[src/rtl/multicycle_ctrl_fsm.sv]
// rtl/multicycle_ctrl_fsm.sv - control FSM for the shared multicycle datapath
//
// Purpose: sequences one memory port, one ALU, IR, ALUOut and PC through
// fetch/decode/execute states. Memory accesses wait on mem_ready, bounded by
// a per-access timeout. Illegal opcodes and a hung bus end in a sticky TRAP
// state that only reset leaves.
//
// Ports:
//   clk, rst_n          clock, asynchronous active-low reset
//   opcode, funct       IR[31:26] / IR[5:0]
//   zero                ALU zero flag (same cycle)
//   mem_ready           memory completes the current access this cycle
//   mem_read/mem_write  memory request strobes
//   iord                address select (0 PC, 1 ALUOut)
//   ir_write, pc_en     IR / PC load enables
//   pc_src              00 ALU, 01 ALUOut, 10 jump target
//   alu_src_a/b         ALU operand selects
//   alu_control         010 add, 110 sub, 000 and, 001 or, 111 slt
//   reg_write, reg_dst  register file write and destination (0 rt, 1 rd)
//   mem_to_reg, reg_src writeback source selects (MDR / special)
//   trap_cause          sticky: 00 none, 01 illegal opcode, 10 memory timeout
//   state               current state, for debug

module multicycle_ctrl_fsm #(
  parameter int MEM_TIMEOUT = 16
) (
  input  logic       clk,
  input  logic       rst_n,
  input  logic [5:0] opcode,
  input  logic [5:0] funct,
  input  logic       zero,
  input  logic       mem_ready,
  output logic       mem_read,
  output logic       mem_write,
  output logic       iord,
  output logic       ir_write,
  output logic       pc_en,
  output logic [1:0] pc_src,
  output logic       alu_src_a,
  output logic [1:0] alu_src_b,
  output logic [2:0] alu_control,
  output logic       reg_write,
  output logic       reg_dst,
  output logic       mem_to_reg,
  output logic       reg_src,
  output logic [1:0] trap_cause,
  output logic [3:0] state
);

  localparam logic [3:0] S_FETCH  = 4'd0;
  localparam logic [3:0] S_DECODE = 4'd1;
  localparam logic [3:0] S_MEMADR = 4'd2;
  localparam logic [3:0] S_MEMRD  = 4'd3;
  localparam logic [3:0] S_MEMWB  = 4'd4;
  localparam logic [3:0] S_MEMWR  = 4'd5;
  localparam logic [3:0] S_RTEX   = 4'd6;
  localparam logic [3:0] S_RTWB   = 4'd7;
  localparam logic [3:0] S_BEQ    = 4'd8;
  localparam logic [3:0] S_ADDIEX = 4'd9;
  localparam logic [3:0] S_ADDIWB = 4'd10;
  localparam logic [3:0] S_JUMP   = 4'd11;
  localparam logic [3:0] S_MFC    = 4'd12;
  localparam logic [3:0] S_TRAP   = 4'd13;

  localparam logic [5:0] OP_RTYPE = 6'b000000;
  localparam logic [5:0] OP_LW    = 6'b100011;
  localparam logic [5:0] OP_SW    = 6'b101011;
  localparam logic [5:0] OP_BEQ   = 6'b000100;
  localparam logic [5:0] OP_ADDI  = 6'b001000;
  localparam logic [5:0] OP_J     = 6'b000010;
  localparam logic [5:0] OP_MFC   = 6'b010000;

  localparam logic [2:0] ALU_ADD = 3'b010;
  localparam logic [2:0] ALU_SUB = 3'b110;
  localparam logic [2:0] ALU_AND = 3'b000;
  localparam logic [2:0] ALU_OR  = 3'b001;
  localparam logic [2:0] ALU_SLT = 3'b111;

  localparam logic [1:0] CAUSE_NONE    = 2'b00;
  localparam logic [1:0] CAUSE_ILLEGAL = 2'b01;
  localparam logic [1:0] CAUSE_TIMEOUT = 2'b10;

  // A limit of zero disables the timeout entirely.
  localparam logic [7:0] TIMEOUT_LIMIT = 8'(MEM_TIMEOUT);
  localparam bit         TIMEOUT_ON    = (MEM_TIMEOUT != 0);

  logic [3:0] state_q, state_d;
  logic [1:0] cause_q, cause_d;
  logic [7:0] wait_cnt_q, wait_cnt_d;
  logic       in_wait;
  logic       timed_out;

  // Strobes before the reset gate.
  logic mem_read_c, mem_write_c, ir_write_c, pc_en_c, reg_write_c;

  assign in_wait   = (state_q == S_FETCH) || (state_q == S_MEMRD) || (state_q == S_MEMWR);
  // mem_ready wins over an expiring count in the same cycle.
  assign timed_out = TIMEOUT_ON && in_wait && !mem_ready && (wait_cnt_q >= TIMEOUT_LIMIT);

  // State register
  always_ff @(posedge clk or negedge rst_n) begin
    if (!rst_n) begin
      state_q    <= S_FETCH;
      cause_q    <= CAUSE_NONE;
      wait_cnt_q <= 8'd0;
    end else begin
      state_q    <= state_d;
      cause_q    <= cause_d;
      wait_cnt_q <= wait_cnt_d;
    end
  end

  // Next-state logic
  always_comb begin
    state_d = state_q;
    cause_d = cause_q;
    case (state_q)
      S_FETCH: begin
        if (mem_ready) begin
          state_d = S_DECODE;
        end else if (timed_out) begin
          state_d = S_TRAP;
          cause_d = CAUSE_TIMEOUT;
        end
      end
      S_DECODE: begin
        case (opcode)
          OP_LW, OP_SW: state_d = S_MEMADR;
          OP_RTYPE:     state_d = S_RTEX;
          OP_BEQ:       state_d = S_BEQ;
          OP_ADDI:      state_d = S_ADDIEX;
          OP_J:         state_d = S_JUMP;
          OP_MFC:       state_d = S_MFC;
          default: begin
            state_d = S_TRAP;
            cause_d = CAUSE_ILLEGAL;
          end
        endcase
      end
      S_MEMADR: begin
        // opcode is held stable since DECODE; anything but lw/sw here means
        // the IR changed under us, which is treated as illegal.
        if (opcode == OP_LW) begin
          state_d = S_MEMRD;
        end else if (opcode == OP_SW) begin
          state_d = S_MEMWR;
        end else begin
          state_d = S_TRAP;
          cause_d = CAUSE_ILLEGAL;
        end
      end
      S_MEMRD: begin
        if (mem_ready) begin
          state_d = S_MEMWB;
        end else if (timed_out) begin
          state_d = S_TRAP;
          cause_d = CAUSE_TIMEOUT;
        end
      end
      S_MEMWB:  state_d = S_FETCH;
      S_MEMWR: begin
        if (mem_ready) begin
          state_d = S_FETCH;
        end else if (timed_out) begin
          state_d = S_TRAP;
          cause_d = CAUSE_TIMEOUT;
        end
      end
      S_RTEX:   state_d = S_RTWB;
      S_RTWB:   state_d = S_FETCH;
      S_BEQ:    state_d = S_FETCH;
      S_ADDIEX: state_d = S_ADDIWB;
      S_ADDIWB: state_d = S_FETCH;
      S_JUMP:   state_d = S_FETCH;
      S_MFC:    state_d = S_FETCH;
      S_TRAP:   state_d = S_TRAP;
      default: begin
        // Unused encodings 14/15.
        state_d = S_TRAP;
        cause_d = CAUSE_ILLEGAL;
      end
    endcase
  end

  // Wait counter: counts stalled cycles of the current access, restarts on
  // every state change, saturates so a disabled timeout never wraps.
  always_comb begin
    wait_cnt_d = wait_cnt_q;
    if (state_d != state_q) begin
      wait_cnt_d = 8'd0;
    end else if (in_wait && !mem_ready && (wait_cnt_q != 8'hFF)) begin
      wait_cnt_d = wait_cnt_q + 8'd1;
    end
  end

  // Output logic
  always_comb begin
    mem_read_c  = 1'b0;
    mem_write_c = 1'b0;
    iord        = 1'b0;
    ir_write_c  = 1'b0;
    pc_en_c     = 1'b0;
    pc_src      = 2'b00;
    alu_src_a   = 1'b0;
    alu_src_b   = 2'b00;
    alu_control = 3'b000;
    reg_write_c = 1'b0;
    reg_dst     = 1'b0;
    mem_to_reg  = 1'b0;
    reg_src     = 1'b0;
    case (state_q)
      S_FETCH: begin
        mem_read_c  = 1'b1;
        alu_src_b   = 2'b01;
        alu_control = ALU_ADD;
        // IR and PC+4 commit only in the cycle the read completes.
        ir_write_c  = mem_ready;
        pc_en_c     = mem_ready;
      end
      S_DECODE: begin
        alu_src_b   = 2'b11;
        alu_control = ALU_ADD;
      end
      S_MEMADR: begin
        alu_src_a   = 1'b1;
        alu_src_b   = 2'b10;
        alu_control = ALU_ADD;
      end
      S_MEMRD: begin
        mem_read_c = 1'b1;
        iord       = 1'b1;
      end
      S_MEMWB: begin
        reg_write_c = 1'b1;
        mem_to_reg  = 1'b1;
      end
      S_MEMWR: begin
        mem_write_c = 1'b1;
        iord        = 1'b1;
      end
      S_RTEX: begin
        alu_src_a = 1'b1;
        case (funct)
          6'b100000: alu_control = ALU_ADD;
          6'b100010: alu_control = ALU_SUB;
          6'b100100: alu_control = ALU_AND;
          6'b100101: alu_control = ALU_OR;
          6'b101010: alu_control = ALU_SLT;
          default:   alu_control = ALU_AND;
        endcase
      end
      S_RTWB: begin
        reg_write_c = 1'b1;
        reg_dst     = 1'b1;
      end
      S_BEQ: begin
        alu_src_a   = 1'b1;
        alu_control = ALU_SUB;
        pc_src      = 2'b01;
        pc_en_c     = zero;
      end
      S_ADDIEX: begin
        alu_src_a   = 1'b1;
        alu_src_b   = 2'b10;
        alu_control = ALU_ADD;
      end
      S_ADDIWB: begin
        reg_write_c = 1'b1;
      end
      S_JUMP: begin
        pc_src  = 2'b10;
        pc_en_c = 1'b1;
      end
      S_MFC: begin
        reg_write_c = 1'b1;
        reg_src     = 1'b1;
      end
      default: begin
      end
    endcase
  end

  // Reset puts the FSM in FETCH, which would otherwise request a read; the
  // strobes are masked so nothing reaches memory or state while rst_n is low.
  assign mem_read   = mem_read_c  & rst_n;
  assign mem_write  = mem_write_c & rst_n;
  assign ir_write   = ir_write_c  & rst_n;
  assign pc_en      = pc_en_c     & rst_n;
  assign reg_write  = reg_write_c & rst_n;

  assign trap_cause = cause_q;
  assign state      = state_q;

endmodule

[config.mk]
export PLATFORM = sky130hd
export DESIGN_NAME = multicycle_ctrl_fsm
export DESIGN_NICKNAME = d
export VERILOG_FILES = /design/src/rtl/multicycle_ctrl_fsm.sv
export SDC_FILE = /design/constraint.sdc
export NUM_CORES = 1
export LEC_CHECK = 0
export CAP_MARGIN = 25
export CELL_PAD_IN_SITES_DETAIL_PLACEMENT = 1
export CELL_PAD_IN_SITES_GLOBAL_PLACEMENT = 1
export CORE_ASPECT_RATIO = 2
export CORE_MARGIN = 2
export CORE_UTILIZATION = 45
export DETAILED_ROUTE_END_ITERATION = 8
export DONT_BUFFER_PORTS = 1
export PLACE_DENSITY = 0.84
export SYNTH_ARGS = -nofsm -noshare
export SYNTH_HDL_FRONTEND = slang
export SYNTH_SLANG_ARGS = --single-unit
[constraint.sdc]
create_clock -name clk -period 2.45 [get_ports clk]
set_input_delay 0.49 -clock clk [delete_from_list [all_inputs] [get_ports clk]]
set_output_delay 0.49 -clock clk [all_outputs]
set_load 0.1 [all_outputs]
==> flow_summary.yaml, run 1 <==
global_route:
  antenna_found_initial: 0
  grt_usage: 0.344
  grt_pass1_vias: 1752
  grt_max_degree: 23
  grt_pass1_wl_um: 8970
  grt_overflow: 0
yosys:
  synthArstFlopShare: 1.00
  synth_top_family_by_area: "simple AND/OR/NAND/NOR gates"
  synth_edf_count: 0
  yosysWarnings: 0
  syn_avg_cell_area_um2: 7.45
  postSynthCellCount: 187
  muxShareOfSynthArea: 0.0144
  synth-simple-area-share: 0.323
  synth-main-ff-cell: "dfrtp_1"
  yosys_register_bits: 14
  synth-xor-area-share: 0.0503
  synth_compound_area_frac: 0.280
  synth_fa_ha_area_frac: 0.0180
  synth.distinct_cells: 51
  syn_area_um2: 1390
  yosysSeqAreaShare: 0.252
  synthesis.nets: 205
critical_path:
  worstPathRequired_ns: 1.96
  critical_path_class: "register to output pin"
  reg2reg_to: "wait_cnt_q[2]"
  worst-r2r-cell-count: 6
  critPathLaunch: "state[1]"
  worstPathArrival_ns: 1.94
  r2r_start: "state[2]"
  startpoint_type: "register"
  critPathMaxFanout: 16
  r2r_slack_ns: 0.02
  crit_end: "alu_control[2]"
  crit_path_end_kind: "output pin"
sta:
  maxSlewViolCount: 0
  final_hold_viol_count: 0
  min_period_over_period: 0.990
  tightest_slew_ns: 0.700
  clock.fmax_mhz: 412
  fin_hold_ws_ns: 0.528
  rsz0062_at_grt: "true"
  setup_slack_ns: 0.0250
  relSlewSlack: 0.532
  finalClockSkew_ns: 0.00477
  period_needed_ns: 2.43
  setup_violations: 0
final_layout:
  nFillCells: 341
  drive_gt1_frac: 0.336
  finalInstanceArea_um2: 2020
  antenna_cells: 0
  area_growth_pct: 45.0
  final_nets: 230
  stdcell_count: 241
power_and_ir_drop:
  leakage_nw: 0.793
  p_per_area_nw_per_um2: 250
  finalPower_mw: 0.505
  vdd_drop_max_mv: 0.313
placement:
  placement.io_buffers: 0
  place_ws_ns: 0.111
  place_area_um2: 1940
  place_hpwl_um: 4110
  globalplace.congestion: 0.838
  dp.cells: 236
clock_network:
  clockRootBuffer: "clkbuf_8"
  h-tree-depth: 1
  clockBufferDepth: 2
  cts_tree: "yes"
  clkLatencyLatePin_ns: 0.26
  cts.sinks: 14
  clk_pin_slew_ns: 0.07
  cts_made_buffers: 3
  postCtsSetupRepairBufs: 0
floorplan:
  ioPinCount: 39
  floorplan.rows: 28
  die_w_um: 43.3
  core-area_um2: 2940
  start_util: 0.473
  die_area_um2: 3580
  fp.dieH_um: 82.7
route:
  drtPass1Iterations: 4
  drt-initial-drc-count: 68
  vias_per_cell: 6.83
  vias: 1645
  antenna_left: 0
  routedWlPerCell_um: 24.3
  drc: 0
  wl_um: 5870
worst_hold_path:
  min_from: "opcode[3]"
  hp-class: "input pin to register"
run_status:
  outcome: "finished clean"
run:
  drv_cap: 0
## through the flow
step | util | TNS, ns
after global routing | 0.686 | -0.0710
after floorplan | - | -3.40
after global placement | 0.659 | 0
final | 0.686 | 0
after CTS | 0.684 | 0
after detailed placement | 0.659 | 0
## metal layers
| layer | part of all wire | vias up | routed length [um] | GRT usage |
|---|---|---|---|---|
| li1 | - | 741 | - | - |
| met1 | 0.35 | 820 | 2080 | 0.368 |
| met2 | 0.57 | 61 | 3330 | 0.636 |
| met3 | 0.032 | 23 | 187 | 0.0457 |
| met4 | 0.045 | 0 | 266 | 0.176 |
| met5 | 0 | - | 0 | 0 |
## flip-flops by register name (all words and copies together) (netlist names)
name / cells
wait_cnt_q: 8
trap_cause: 2
state: 4
## worst min-delay path by stage
stage / endpoint / cells after the start
after floorplan: trap_cause[0] / 0
after global placement: state[0] / 0
after detailed placement: wait_cnt_q[6] / 0
after CTS: state[1] / 2
after global routing: state[1] / 2
final: state[1] / 2
## synthesized netlist by cell type (3+ instances only)
cell,n,area (um2)
nor2_1,32,120
dfrtp_1,14,350
a21oi_1,11,55.1
nor3_1,11,55.1
nand2b_1,10,62.6
o21ai_0,9,45.0
nand2_1,8,30.0
inv_1,7,26.3
xor2_1,7,61.3
buf_1,5,18.8
o211ai_1,5,37.5
a31oi_1,4,25.0
and3_1,4,25.0
buf_2,4,20.0
clkbuf_1,4,15.0
nor4_1,4,25.0
nand3_1,3,15.0
nand4_1,3,18.8
## report_power, final
group          internal, mW  switching [mW]  total [mW]
logic                0.0107          0.0207      0.0313
registers             0.231               0       0.231
clock network         0.143          0.0999       0.243
## critical path, cell delays in order (launching register included)
cell and delay (ns):
dfrtp_4 0.54, buf_6 0.22, nor4b_4 0.27, a41oi_1 0.26, nor2_4 0.19, buf_12 0.18
## placed cells by master (no fill, tap or decap), drive strengths merged, types with 3 or more instances in the layout
master,n
a31oi,4
nand3,3
nand2b,10
nand2,8
a21oi,12
xor2,7
clkbuf,4
inv,8
and3,4
buf,32
nor3,11
nand4,3
nor4,5
nor2,32
a2111oi,4
o21ai,9
o211ai,5
dfrtp,14
## timing repair
item,in CTS,in global routing
gates resized for setup,1,3
endpoints found under the setup margin,2,9
hold buffers,1,0
endpoints found under the hold margin,14,0
## final cells by class
class | instances | area, um2 | area share
multi-input cells | 151 | 1120 | 0.556
well taps | 30 | 37.5 | 0.0186
repair buffers | 33 | 404 | 0.200
inverters | 9 | 33.8 | 0.0167
flip-flops and latches | 14 | 365 | 0.181
clock buffers | 4 | 55.1 | 0.0273
## cell families after synthesis
kind of cell,Yosys count
fa+ha+maj,2
xor+xnor,8
flops,14
compound gates,53
simple gates,86
buf+inv,22
mux,2
No activity file was read; power rests on OpenSTA's default activity.
==> run 2, diff against run 1 <==
--- a/config.mk
+++ b/config.mk
@@ -5,15 +5,17 @@
 export SDC_FILE = /design/constraint.sdc
 export NUM_CORES = 1
 export LEC_CHECK = 0
+export ABC_AREA = 1
 export CAP_MARGIN = 25
 export CELL_PAD_IN_SITES_DETAIL_PLACEMENT = 1
 export CELL_PAD_IN_SITES_GLOBAL_PLACEMENT = 1
 export CORE_ASPECT_RATIO = 2
 export CORE_MARGIN = 2
-export CORE_UTILIZATION = 45
+export CORE_UTILIZATION = 42
 export DETAILED_ROUTE_END_ITERATION = 8
 export DONT_BUFFER_PORTS = 1
-export PLACE_DENSITY = 0.84
+export PLACE_DENSITY = 0.83
+export REMOVE_ABC_BUFFERS = 1
 export SYNTH_ARGS = -nofsm -noshare
 export SYNTH_HDL_FRONTEND = slang
 export SYNTH_SLANG_ARGS = --single-unit
==> run 2 against run 1 <==
Net effect:
- clock skew increased by 0.0011 ns
- setup slack improved by 0.12 ns
- die area grew 0.56%
- synthesized area is 6.1% lower
- worst hold slack improved by 0.0072 ns
- flip-flop and latch count unchanged
- synthesized cell count is 14% higher
- register-to-register slack improved by 0.41 ns
- global-route usage down 7.1 points
- via count shrank 6.0%
- design area is 13% lower
- critical path type unchanged
- largest cell class unchanged
==> flow_summary.yaml, run 2 <==
final_layout:
  final_nets: 263
  finalInstanceArea_um2: 1770
  drive_gt1_frac: 0.247
  antenna_cells: 0
  final_common_cell: "nand2_1"
  final_cell_mix: "nand2_1 (43), inv_1 (41), nor2_1 (30)"
  area_growth_pct: 35.1
  nFillCells: 399
  largest_reg_flops: 8
  regMostFlops: "wait_cnt_q"
global_route:
  grt_usage: 0.273
  grt_pass1_vias: 1728
  antenna_found_initial: 0
  grt_overflow: 0
  grt_max_degree: 15
  grt_pass1_wl_um: 7570
yosys:
  netlist.area_leader.share: 0.268
  yosysSeqAreaShare: 0.268
  syn_avg_cell_area_um2: 6.11
  synth_edf_count: 0
  synth.distinct_cells: 24
  synthArstFlopShare: 1.00
  synthTopCellsByArea: "dfrtp_1 (27%), nand2_1 (12%), inv_1 (12%)"
  yosysTopAreaCell: "dfrtp_1"
  postSynthCellCount: 214
  yosysWarnings: 0
  yosysMostFrequentCell: "nand2_1"
  synth-main-ff-cell: "dfrtp_1"
  synth_common_cells: "nand2_1 (43), inv_1 (41), nor2_1 (39), nand3_1 (25), dfrtp_1 (14)"
  yosys_register_bits: 14
  syn_area_um2: 1310
route:
  vias: 1546
  routedWlPerCell_um: 17.5
  dr.max_layer_used: "met4"
  dr_wl_met3_um: 124
  drc: 0
  wl_met2_um: 2950
  drt-initial-drc-count: 36
  wl_um: 4760
  drtPass1Iterations: 4
  vias_per_cell: 5.66
  m1WireLength_um: 1550
  antenna_left: 0
critical_path:
  crit_path_end_kind: "output pin"
  worst-path-buf-inv: 3
  crit_slowest_cell: "dfrtp_1"
  worstPathArrival_ns: 1.81
  startpoint_type: "register"
  worstPathRequired_ns: 1.96
  path_cells: "nand2_1 -> inv_1 -> nand2_1 -> inv_1 -> nand4_1 -> nand3_1 -> buf_12"
  critPathMaxFanout: 8
  cp_slowest_stage_delay_ns: 0.55
  crit_family: "flip-flops"
  critical_path_class: "register to output pin"
sta:
  setup-tns-final_ns: 0
  finalClockSkew_ns: 0.00590
  tightest_slew_ns: 0.656
  maxSlewViolCount: 0
  setup_violations: 0
  rsz0062_at_grt: "false"
  clock.fmax_mhz: 435
  period_needed_ns: 2.30
  min_period_over_period: 0.939
  relSlewSlack: 0.561
  final_hold_viol_count: 0
floorplan:
  fp.dieH_um: 82.9
  die_area_um2: 3600
  start_util: 0.439
  core-area_um2: 2980
  die_w_um: 43.5
  floorplan.rows: 28
  ioPinCount: 39
worst_hold_path:
  hp-class: "register to register"
clock_network:
  postCtsSetupRepairBufs: 0
  cts.sinks: 14
  clk_pin_slew_ns: 0.06
  clockBufferDepth: 2
  h-tree-depth: 1
  clkLatencyLatePin_ns: 0.25
  cts_made_buffers: 3
  clockRootBuffer: "clkbuf_8"
  cts_tree: "yes"
placement:
  placement.io_buffers: 0
  globalplace.congestion: 1.04
  place_area_um2: 1710
  place_hpwl_um: 3910
run:
  drv_cap: 0
run_status:
  outcome: "finished clean"
## run 2: cell types whose count changed after synthesis, moves of 7 or more
cell      previous run  this run
nand2_1              8        43
nor3_1              11         4
nor2_1              32        39
nand3_1              3        25
nand2b_1            10         0
inv_1                7        41
## run 2: through the flow
step                      utilization  hold slack [ns]  instances  worst slack [ns]
after floorplan                     -            0.194        214             -2.37
after global placement          0.573            0.195        269             0.464
after detailed placement        0.573            0.195        269             0.397
after CTS                       0.590            0.536        273             0.128
after global routing            0.593            0.576        273            0.0348
final                           0.593            0.535        273             0.150
## run 2: final timing paths
path                               start              to  slack [ns]  cells after the start
max in group asynchronous          rst_n        state[3]        1.28                      1
max                             state[1]  alu_control[1]        0.15                      7
min                        wait_cnt_q[7]   wait_cnt_q[7]        0.54                      2
min reg2reg                wait_cnt_q[7]   wait_cnt_q[7]        0.54                      2
min in group asynchronous          rst_n   wait_cnt_q[2]        0.71                      1
max reg2reg                     state[1]   wait_cnt_q[4]        0.43                     11
## run 2: final cells by class
type,instances,area (um2),share of cell area
Multi-Input combinational cell,156,835,0.472
Sequential cell,14,353,0.200
Timing Repair Buffer,26,335,0.190
Inverter,44,165,0.0935
Clock buffer,3,41.3,0.0234
Tap cell,30,37.5,0.0212
## run 2: routing by layer
metal	vias up	global-route usage
li1	738	-
met1	755	0.238
met2	42	0.550
met3	11	0.0217
met4	0	0.146
met5	-	0
## run 2: kinds of logic (layout without fill, tap and decap cells)
family          Yosys count  after routing  synth area share
flops                    14             14             0.268
compound gates           19             19            0.0928
simple gates            132            132             0.474
buf+inv                  44             73             0.126
xor+xnor                  3              3            0.0201
fa+ha+maj                 2              2            0.0191
## run 2: what timing repair did
item / in CTS / in global routing
endpoints found under the setup margin: 0 / 2
endpoints found under the hold margin: 14 / 0
hold buffers: 1 / 0
resized for setup: 0 / 4
## run 2: worst reg2reg max path: stages (launching register included)
cell and delay, ns:
dfrtp_1 0.50, nand2_1 0.21, inv_1 0.07, nand2_2 0.14
nand3_4 0.17, nand2_4 0.13, nand3_1 0.07, nand2_1 0.09
nand2_1 0.07, nor2_1 0.13, nand3_2 0.14, nor3_1 0.19
Power of run 2 is left out: the tool's default activity adds up to more than one toggle a clock period on the data nets, which glitch-free logic cannot reach.
==> run 3, diff against run 2 <==
--- a/config.mk
+++ b/config.mk
@@ -15,6 +15,7 @@
 export DETAILED_ROUTE_END_ITERATION = 8
 export DONT_BUFFER_PORTS = 1
 export PLACE_DENSITY = 0.83
+export RECOVER_POWER = 100
 export REMOVE_ABC_BUFFERS = 1
 export SYNTH_ARGS = -nofsm -noshare
 export SYNTH_HDL_FRONTEND = slang
==> run 3 against run 2 <==
Net effect:
- via count grew 0.26%
- setup slack worse by 0.0076 ns
- register-to-register slack worse by 0.26 ns
- utilization down 2.8 points
- cell count unchanged
- sequential share of layout area is 0.99 points higher
- routed wire length rose by 0.42%
==> flow_summary.yaml, run 3 (synthesized netlist as in run 2, its figures left out) <==
critical_path:
  cp_slowest_stage_delay_ns: 0.45
  r2r_start: "state[1]"
  crit_path_end_kind: "output pin"
  critical_path_class: "register to output pin"
  worstPathArrival_ns: 1.82
  worstPathRequired_ns: 1.96
  reg2reg_to: "wait_cnt_q[4]"
  startpoint_type: "register"
  r2r_slack_ns: 0.17
  critPathMaxFanout: 6
  path_cells: "inv_1 -> nand2_1 -> inv_1 -> nand2_1 -> o21ai_2 -> buf_2"
  crit_slowest_cell: "dfrtp_1"
  worst-r2r-cell-count: 11
route:
  antenna_left: 0
  routedWlPerCell_um: 17.5
  wl_um: 4780
  vias_per_cell: 5.68
  drt-initial-drc-count: 40
  drc: 0
  drtPass1Iterations: 4
  vias: 1550
final_layout:
  regMostFlops: "wait_cnt_q"
  stdcell_count: 273
  postLayoutCoreUtil: 0.565
  final_cell_mix: "nand2_1 (43), inv_1 (42), nor2_1 (30)"
  final_nets: 263
  drive_gt1_frac: 0.210
  area_growth_pct: 28.7
  final_common_cell: "nand2_1"
  antenna_cells: 0
  largest_reg_flops: 8
  finalInstanceArea_um2: 1680
sta:
  final_hold_viol_count: 0
  period_needed_ns: 2.31
  min_period_over_period: 0.942
  relSlewSlack: 0.189
  clock.fmax_mhz: 433
  setup_violations: 0
  tightest_slew_ns: 1.22
  maxSlewViolCount: 0
  finalClockSkew_ns: 0.00467
  setup-tns-final_ns: 0
floorplan:
  die_w_um: 43.5
  fp.dieH_um: 82.9
  core-area_um2: 2980
  floorplan.rows: 28
  ioPinCount: 39
  die_area_um2: 3600
  start_util: 0.439
clock_network:
  h-tree-depth: 1
  clockRootBuffer: "clkbuf_8"
  clk_pin_slew_ns: 0.05
  clockBufferDepth: 2
  postCtsSetupRepairBufs: 0
  cts.sinks: 14
  cts_made_buffers: 3
  clkLatencyLatePin_ns: 0.25
  cts_tree: "yes"
placement:
  dp.cells: 269
  placement.io_buffers: 0
  place_hpwl_um: 3910
  place_area_um2: 1710
  globalplace.congestion: 1.04
global_route:
  grt_pass1_wl_um: 7570
  antenna_found_initial: 0
  grt_overflow: 0
  grt_usage: 0.273
  grt_pass1_vias: 1728
  grt_max_degree: 15
worst_hold_path:
  min_from: "wait_cnt_q[7]"
  hold_path_depth: 2
  hp-class: "register to register"
  min_to: "wait_cnt_q[7]"
run_status:
  outcome: "finished clean"
run:
  drv_cap: 0
## run 3: cell types whose count changed in the layout (fill, tap and decap cells not counted), sizes merged
cell and change:
buf -6, clkbuf +6
## run 3: per-layer routing
| layer | global-route usage | wire, um | vias to the layer above |
|---|---|---|---|
| li1 | - | - | 735 |
| met1 | 0.238 | 1550 | 748 |
| met2 | 0.550 | 2930 | 54 |
| met3 | 0.0217 | 155 | 13 |
| met4 | 0.146 | 154 | 0 |
| met5 | 0 | 0 | - |
## run 3: worst max-delay path by stage
stage,start,endpoint,slack (ns)
final,state[0],alu_src_b[1],0.14
after detailed placement,state[2],alu_control[1],0.40
after global placement,state[2],pc_en,0.46
after global routing,state[1],wait_cnt_q[1],-0.04
after floorplan,state[2],reg_write,-2.37
after CTS,state[2],alu_control[1],0.13
## run 3: repair_timing
action | CTS | global route
hold buffers | 1 | 0
gates resized for setup | 0 | 4
setup endpoints to repair | 0 | 2
hold endpoints to repair | 14 | 0
## run 3: worst max-delay path: cells and delay by family, from the launching register on
kind / cells / cell delay, ns
compound gates: 1 / 0.12
buf+inv: 3 / 0.73
flops: 1 / 0.45
simple gates: 2 / 0.27
## run 3: metrics by stage
step	worst slack (ns)	hold slack [ns]
3_5_place_dp	0.397	0.195
4_1_cts	0.128	0.536
3_3_place_gp	0.464	0.195
6_report	0.142	0.529
2_1_floorplan	-2.37	0.194
5_1_grt	-0.0378	0.576
## run 3: final cells by class
type | instances | area, um2
tap | 30 | 37.5
multi-input combinational | 156 | 815
sequential | 14 | 353
inverter | 44 | 165
timing repair buffer | 26 | 272
fill | 406 | 1290
clock buffer | 3 | 41.3
Power of run 3 is left out for the same reason.
